[src/rtl/snitch_clint_pkg.sv]
// Shared offsets, FSM state and request/response types for snitch_clint.
package snitch_clint_pkg;

    localparam logic [31:0] MsipBase     = 32'h0000_0000;
    localparam logic [31:0] MtimecmpBase = 32'h0000_4000;
    localparam logic [31:0] MtimeLo      = 32'h0000_BFF8;
    localparam logic [31:0] MtimeHi      = 32'h0000_BFFC;

    typedef enum logic {
        IDLE = 1'b0,
        RESP = 1'b1
    } clint_state_e;

    typedef struct packed {
        logic [31:0] addr;
        logic        write;
        logic [31:0] wdata;
        logic [3:0]  wstrb;
    } clint_req_t;

    typedef struct packed {
        logic [31:0] rdata;
        logic        error;
    } clint_rsp_t;

    // Replace the strobed bytes of a 32-bit word with write data.
    function automatic logic [31:0] merge_wstrb(input logic [31:0] old_word,
                                                input logic [31:0] wdata,
                                                input logic [3:0]  wstrb);
        logic [31:0] res;
        res = old_word;
        for (int b = 0; b < 4; b++) begin
            if (wstrb[b]) res[8*b +: 8] = wdata[8*b +: 8];
        end
        return res;
    endfunction

endpackage

[src/rtl/snitch_clint_rtc_sync.sv]
// Two-flop synchronizer plus registered rising-edge detect for an asynchronous
// RTC input; instantiated by snitch_clint only when SNITCH_CLINT_RTC_SYNC_EN is defined.
module snitch_clint_rtc_sync (
    input  logic clk_i,
    input  logic rst_i,
    input  logic rtc_i,
    output logic tick_o
);

    logic [1:0] sync_q, sync_d;
    logic       prev_q, prev_d;
    logic       tick_q, tick_d;

    always_comb begin
        sync_d = {sync_q[0], rtc_i};
        prev_d = sync_q[1];
        tick_d = sync_q[1] & ~prev_q;
    end

    always_ff @(posedge clk_i or posedge rst_i) begin
        if (rst_i) begin
            sync_q <= '0;
            prev_q <= 1'b0;
            tick_q <= 1'b0;
        end else begin
            sync_q <= sync_d;
            prev_q <= prev_d;
            tick_q <= tick_d;
        end
    end

    assign tick_o = tick_q;

endmodule

[src/rtl/snitch_clint.sv]
// Core-local interruptor: per-core msip bits, free-running 64-bit mtime and per-core
// mtimecmp behind a single-outstanding register port. SNITCH_CLINT_RTC_SYNC_EN selects an async rtc_i.
module snitch_clint
    import snitch_clint_pkg::*;
#(
    parameter int unsigned NrCores   = 8,
    parameter int unsigned AddrWidth = 16
) (
    input  logic                 clk_i,
    input  logic                 rst_i,
    input  logic                 rtc_i,
    input  logic                 req_valid_i,
    output logic                 req_ready_o,
    input  logic [AddrWidth-1:0] req_addr_i,
    input  logic                 req_write_i,
    input  logic [31:0]          req_wdata_i,
    input  logic [3:0]           req_wstrb_i,
    output logic                 rsp_valid_o,
    input  logic                 rsp_ready_i,
    output logic [31:0]          rsp_rdata_o,
    output logic                 rsp_error_o,
    output logic [NrCores-1:0]   msip_o,
    output logic [NrCores-1:0]   mtip_o
);

    localparam int unsigned IdxWidth = (NrCores > 1) ? $clog2(NrCores) : 1;

    clint_state_e        state_q, state_d;
    clint_req_t          req;
    clint_rsp_t          rsp_q, rsp_d, rsp_now;
    logic [NrCores-1:0]  msip_q, msip_d;
    logic [NrCores-1:0]  mtip_q, mtip_d;
    logic [63:0]         mtime_q, mtime_d;
    logic [63:0]         mtimecmp_q [NrCores];
    logic [63:0]         mtimecmp_d [NrCores];
    logic                tick;
    logic                accept;
    logic                hit_msip, hit_cmp, hit_mtime_lo, hit_mtime_hi, cmp_hi;
    logic [31:0]         msip_off, cmp_off;
    logic [IdxWidth-1:0] idx;

`ifdef SNITCH_CLINT_RTC_SYNC_EN
    snitch_clint_rtc_sync i_rtc_sync (
        .clk_i  (clk_i),
        .rst_i  (rst_i),
        .rtc_i  (rtc_i),
        .tick_o (tick)
    );
`else
    assign tick = rtc_i;
`endif

    // NOTE: every signal written in an always_comb gets a default first, so no
    // path through the block can leave it unassigned and infer a latch.
    always_comb begin
        req       = '0;
        req.addr  = 32'(req_addr_i) & ~32'h3;
        req.write = req_write_i;
        req.wdata = req_wdata_i;
        req.wstrb = req_wstrb_i;
    end

    assign accept = req_valid_i && (state_q == IDLE);

    // Offsets below a window's base wrap to large values and fall outside it.
    always_comb begin
        msip_off     = req.addr - MsipBase;
        cmp_off      = req.addr - MtimecmpBase;
        hit_msip     = msip_off < 32'(4 * NrCores);
        hit_cmp      = cmp_off < 32'(8 * NrCores);
        hit_mtime_lo = req.addr == MtimeLo;
        hit_mtime_hi = req.addr == MtimeHi;
        cmp_hi       = cmp_off[2];
        idx          = hit_msip ? IdxWidth'(msip_off >> 2) : IdxWidth'(cmp_off >> 3);
    end

    always_comb begin
        rsp_now = '0;
        if (hit_msip) begin
            rsp_now.rdata = {31'd0, msip_q[idx]};
        end else if (hit_cmp) begin
            rsp_now.rdata = cmp_hi ? mtimecmp_q[idx][63:32] : mtimecmp_q[idx][31:0];
        end else if (hit_mtime_lo) begin
            rsp_now.rdata = mtime_q[31:0];
        end else if (hit_mtime_hi) begin
            rsp_now.rdata = mtime_q[63:32];
        end else begin
            rsp_now.error = 1'b1;
        end
        if (req.write) rsp_now.rdata = '0;
        rsp_d = accept ? rsp_now : rsp_q;
    end

    always_comb begin
        state_d = state_q;
        case (state_q)
            IDLE: if (req_valid_i) state_d = RESP;
            RESP: if (rsp_ready_i) state_d = IDLE;
        endcase
    end

    always_comb begin
        req_ready_o = (state_q == IDLE);
        rsp_valid_o = (state_q == RESP);
    end

    // A written mtime half overrides that half's tick; the other half keeps the increment.
    always_comb begin
        msip_d     = msip_q;
        mtimecmp_d = mtimecmp_q;
        mtime_d    = mtime_q + 64'(tick);
        if (accept && req.write) begin
            if (hit_msip && req.wstrb[0]) msip_d[idx] = req.wdata[0];
            if (hit_cmp) begin
                if (cmp_hi) begin
                    mtimecmp_d[idx][63:32] = merge_wstrb(mtimecmp_q[idx][63:32], req.wdata, req.wstrb);
                end else begin
                    mtimecmp_d[idx][31:0] = merge_wstrb(mtimecmp_q[idx][31:0], req.wdata, req.wstrb);
                end
            end
            if (hit_mtime_lo) mtime_d[31:0]  = merge_wstrb(mtime_q[31:0], req.wdata, req.wstrb);
            if (hit_mtime_hi) mtime_d[63:32] = merge_wstrb(mtime_q[63:32], req.wdata, req.wstrb);
        end
    end

    always_comb begin
        mtip_d = '0;
        for (int i = 0; i < int'(NrCores); i++) begin
            mtip_d[i] = mtime_q >= mtimecmp_q[i];
        end
    end

    // NOTE: state registers use non-blocking assignments so every flop samples
    // the pre-edge values regardless of statement order.
    always_ff @(posedge clk_i or posedge rst_i) begin
        if (rst_i) begin
            state_q <= IDLE;
            rsp_q   <= '0;
            msip_q  <= '0;
            mtip_q  <= '0;
            mtime_q <= '0;
            // NOTE: the compare array is reset because its all-ones value is
            // architecturally visible and keeps mtip low after reset.
            for (int i = 0; i < int'(NrCores); i++) begin
                mtimecmp_q[i] <= '1;
            end
        end else begin
            state_q    <= state_d;
            rsp_q      <= rsp_d;
            msip_q     <= msip_d;
            mtip_q     <= mtip_d;
            mtime_q    <= mtime_d;
            mtimecmp_q <= mtimecmp_d;
        end
    end

    assign rsp_rdata_o = rsp_q.rdata;
    assign rsp_error_o = rsp_q.error;
    assign msip_o      = msip_q;
    assign mtip_o      = mtip_q;

endmodule

[config.mk]
export PLATFORM = sky130hd
export DESIGN_NAME = snitch_clint
export DESIGN_NICKNAME = d
export VERILOG_FILES = /design/src/rtl/snitch_clint_pkg.sv /design/src/rtl/snitch_clint_rtc_sync.sv /design/src/rtl/snitch_clint.sv
export SDC_FILE = /design/constraint.sdc
export NUM_CORES = 2
export LEC_CHECK = 0
export CORE_AREA = 3 3 331 333
export DETAILED_ROUTE_END_ITERATION = 16
export DIE_AREA = 0 0 334 336
export GPL_ROUTABILITY_DRIVEN = 0
export GPL_TIMING_DRIVEN = 0
export PLACE_DENSITY = 0.55
export RECOVER_POWER = 100
export SLEW_MARGIN = 0
export SYNTH_ARGS = -nofsm -noshare
export SYNTH_HDL_FRONTEND = slang
export SYNTH_HIERARCHICAL = 1
export SYNTH_SLANG_ARGS = --single-unit
export TNS_END_PERCENT = 20
[constraint.sdc]
create_clock -name clk_i -period 21.3 [get_ports clk_i]
set_input_delay 2.13 -clock clk_i [delete_from_list [all_inputs] [get_ports clk_i]]
set_output_delay 2.13 -clock clk_i [all_outputs]
set_load 0.01 [all_outputs]
==> out/results.md <==
• **status** complete, but fails checks
• **violated checks** capacitance limit, slew limit
• **post-DR wirelength/cell** 33.35 um
• **Top-Level Pins** 109
• **count of final hold-check violations** 0
• **buffer type at the clock tree root** sky130_fd_sc_hd__clkbuf_16
• **fraction of power consumed by the clock network** 0.451
• **logic depth of the worst register-to-register path** 10
• **All-Layer GR Usage** 0.3815
• **growth of design area from synthesis to finish** 12.99%
• **total placed cells including tap cells** 6435
• **Worst-Margin Slew** 6.523 ns
• **CP required** 21.89 ns
• **cell-internal power** 2.126 mW
• **DR pass1 iterations** 8
• **classification of the worst-slack hold path** flip-flop to flip-flop
• **Cell Area, Synth** 42550 um2
• **non-filler cells in the finished layout** 6603
• **critical-path cell with the highest stage delay** sky130_fd_sc_hd__o21ai_0
• **post-layout minimum cycle time** 11.82 ns
• **global-route wire length before repair** 303.6 mm
• **layout cell share with drive strength beyond 1** 0.1422
• **Die Wd** 334 um
• **Power Density** 63.59 nW/um2
• **post-cts resize count** 0
• **start point of the critical path** req_addr_i[8]
• **Net Count, Synth** 5489
• **cell types with the largest area share after synthesis** sky130_fd_sc_hd__dfstp_2 32%, sky130_fd_sc_hd__ha_1 15%, sky130_fd_sc_hd__dfrtp_1 6.7%
• **static power due to leakage** 19.65 nW
• **vias per cell** 6.539
• **final wirelength** 220.2 mm
• **kind of start point of the critical path** primary input
• **top library cells by usage in the layout, fill and taps aside** 527 x sky130_fd_sc_hd__inv_1, 514 x sky130_fd_sc_hd__ha_1, 512 x sky130_fd_sc_hd__dfstp_2
• **detailed router's first-iteration violation count** 6569
• **capture point of the critical path** mtimecmp_q[47]$_DFFE_PP1P_
• **top_reg_cell synth** sky130_fd_sc_hd__dfstp_2
• **Port-buffer cells** 103
• **number of buffers inserted by post-CTS setup repair** 0
• **final worst setup slack** 9.476 ns
• **antenna violations before repair** 16
• **hold buffer count at CTS** 0
• **critical path start-end classification** primary input to flip-flop
• **kind of cell with the highest combined delay on the critical path** compound AO/OA/AOI/OAI gates
• **Crit Reg-Reg Endpoint** mtime_q[60]$_DFFE_PP0P_
• **Max-cap violations** 37
• **WP data arrival** 12.42 ns
• **number of clock buffers inserted by TritonCTS** 78
• **floorplan row count** 120
• **CORE AREA** 106900 um2
• **Post-Syn Instances** 4917
• **net switching component of the power** 0.9310 mW
• **yosys warns** 6
• **maximum vdd ir drop** 0.00006781 V
• **clock transition at the register clock pins on the worst setup and hold paths after CTS** 0.07 ns
• **latest clock arrival within the worst-skew pair** 0.68 ns
• **HPWL Detailed** 165.6 mm
• **number of register bits inferred by synthesis** 626
• **post-route DRC violation count** 0
• **final-stage net count** 5686
• **number of global-route vias before repair** 39522
• **Max-Slew Margin vs Limit** -3.348
• **RSZ-0062 raised after global routing** no
• **clk_skew** 0.03835 ns
• **area fraction of the dominant cell type after synthesis** 0.3162
• **sequential fraction of the synthesis area** 0.3832
• **Fmax** 0.08457 GHz
• **Max stage delay on crit path** 3.37 ns
• **total via count after detailed routing** 43180
• **Avg Inst Size Synth** 8.653 um2
• **Worst Setup Slack post-DPL** 13.12 ns
• **commonest non-fill, non-tap cell in the layout** sky130_fd_sc_hd__inv_1
• **R2R setup slack** 16.25 ns
• **portion of total power attributed to sequential cells** 0.404
• **peak fanout along the critical path** 10
• **CP bufs+invs** 3
• **worst reg2reg startpoint** mtime_q[18]$_DFFE_PP0P_
• **CP Depth** 10
• **largest area contributor in the netlist** sky130_fd_sc_hd__dfstp_2
• **total congestion overflow** 0
• **pin count of the biggest net entering global routing** 117
• **number of library cell types mapped by synthesis** 76
• **count of pins over their slew limit** 756
• **height of the die** 336 um
• **number of failing setup endpoints in the final timing report** 0
• **Initial Util** 0.3980
• **portion of the clock cycle consumed by the worst path in the final layout** 0.5551
• **Worst setup EP type** flip-flop
• **switching share of power** 0.3045
• **clock tree from TritonCTS** built
• **maximum number of buffers from clock root to sink** 3
• **Total Die Area** 112200 um2
• **count of flip-flops with a built-in enable after synthesis** 0
• **CP Cell Sequence** dlygate4sd3_1 -> nor4_1 -> a41oi_1 -> o21ai_0 -> clkbuf_1 -> clkbuf_1 -> o221ai_1 -> a21oi_1 -> mux2i_1 -> a21oi_1
• **level count of the clock H-tree** 3
• **CTS sink cnt** 626
• **combinational power share** 0.144
• **number of nets with antenna violations after routing** 0
• **ys async rst share** 1.000
kinds of logic after synthesis:
family	synth area share
flip-flops	0.3832
adder cells (fa/ha/maj)	0.1512
multiplexers	0.02085
AO/OA/AOI/OAI	0.2329
AND/OR/NAND/NOR	0.1429
buffers and inverters	0.06896
metrics by stage:
stage	total power [mW]	util	setup TNS, ns	area [um2]	hold WS, ns
6_report	3.057	0.4497	0	48070	0.4782
5_1_grt	3.124	0.4492	0	48020	0.4875
3_3_place_gp	1.662	0.4241	-762.40	45330	0.4533
2_1_floorplan	1.467	-	0	42550	0.4455
3_5_place_dp	1.674	0.4270	0	45650	0.4561
4_1_cts	3.040	0.4508	0	48190	0.4646
state kept, by name, summed over array words and instances, names as in the netlist:
name / cells
mtimecmp_q: 512
msip_o: 8
mtime_q: 64
rsp_error_o: 1
mtip_o: 8
rsp_valid_o: 1
rsp_rdata_o: 32
power by group through the flow:
stage	combinational (mW)	sequential, mW	clock [mW]
after CTS	0.423	1.24	1.38
after global routing	0.457	1.24	1.43
after floorplan	0.231	1.24	0
after detailed placement	0.420	1.25	0
after global placement	0.412	1.25	0
final	0.441	1.24	1.38
routing by layer:
| layer | track usage | vias to the layer above | part of all wire |
|---|---|---|---|
| met5 | 0 | - | 0.00020 |
| met1 | 0.4906 | 21112 | 0.39 |
| met2 | 0.5254 | 3191 | 0.39 |
| met3 | 0.1569 | 810 | 0.14 |
| li1 | - | 18061 | - |
| met4 | 0.2449 | 6 | 0.077 |
tightest hold or removal path: stages, from the launching register on:
cell                      delay, ns
sky130_fd_sc_hd__dfstp_2       0.36
sky130_fd_sc_hd__nand2_1       0.04
sky130_fd_sc_hd__o21ai_0       0.06
worst min path at each step:
stage                                      startpoint                     endpoint  slack [ns]  depth (start not counted)
after floorplan            mtimecmp_q[14]$_DFFE_PP1P_   mtimecmp_q[14]$_DFFE_PP1P_        0.45                          2
after global placement    mtimecmp_q[392]$_DFFE_PP1P_  mtimecmp_q[392]$_DFFE_PP1P_        0.45                          2
after detailed placement   mtimecmp_q[14]$_DFFE_PP1P_   mtimecmp_q[14]$_DFFE_PP1P_        0.46                          2
after CTS                 mtimecmp_q[398]$_DFFE_PP1P_  mtimecmp_q[398]$_DFFE_PP1P_        0.46                          2
after global routing      mtimecmp_q[280]$_DFFE_PP1P_  mtimecmp_q[280]$_DFFE_PP1P_        0.49                          2
final                     mtimecmp_q[336]$_DFFE_PP1P_  mtimecmp_q[336]$_DFFE_PP1P_        0.48                          2
layout make-up:
cell class	count	area, um2
clock buffer	122	2352
multi-input combinational	3525	23250
antenna	26	65.06
tap	1403	1755
fill	10759	58830
buffer	238	937.1
sequential	626	16310
clock inverter	18	186.4
inverter	528	1983
timing repair buffer	117	1235
synthesized netlist by cell type, types with 10 or more instances:
cell / n
sky130_fd_sc_hd__a2111oi_0: 10
sky130_fd_sc_hd__a211o_1: 17
sky130_fd_sc_hd__a211oi_1: 69
sky130_fd_sc_hd__a21o_1: 178
sky130_fd_sc_hd__a21oi_1: 487
sky130_fd_sc_hd__a221oi_1: 22
sky130_fd_sc_hd__a22o_1: 12
sky130_fd_sc_hd__a22oi_1: 18
sky130_fd_sc_hd__a31oi_1: 15
sky130_fd_sc_hd__a32oi_1: 11
sky130_fd_sc_hd__and3_1: 22
sky130_fd_sc_hd__buf_2: 41
sky130_fd_sc_hd__clkbuf_1: 189
sky130_fd_sc_hd__dfrtp_1: 114
sky130_fd_sc_hd__dfstp_2: 512
sky130_fd_sc_hd__ha_1: 514
sky130_fd_sc_hd__inv_1: 528
sky130_fd_sc_hd__mux2_2: 36
sky130_fd_sc_hd__mux2i_1: 47
sky130_fd_sc_hd__nand2_1: 427
sky130_fd_sc_hd__nand2b_1: 22
sky130_fd_sc_hd__nand3_1: 65
sky130_fd_sc_hd__nand4_1: 134
sky130_fd_sc_hd__nor2_1: 485
sky130_fd_sc_hd__nor2b_1: 18
sky130_fd_sc_hd__nor3_1: 76
sky130_fd_sc_hd__nor4_1: 20
sky130_fd_sc_hd__o211ai_1: 61
sky130_fd_sc_hd__o21a_1: 29
sky130_fd_sc_hd__o21ai_0: 366
sky130_fd_sc_hd__o21ai_1: 26
sky130_fd_sc_hd__o221ai_1: 47
sky130_fd_sc_hd__o22ai_1: 95
sky130_fd_sc_hd__o311ai_0: 19
sky130_fd_sc_hd__o31ai_1: 13
sky130_fd_sc_hd__o32ai_1: 21
sky130_fd_sc_hd__or3_1: 13
sky130_fd_sc_hd__or4_1: 16
(Power assumes the default switching activity.)
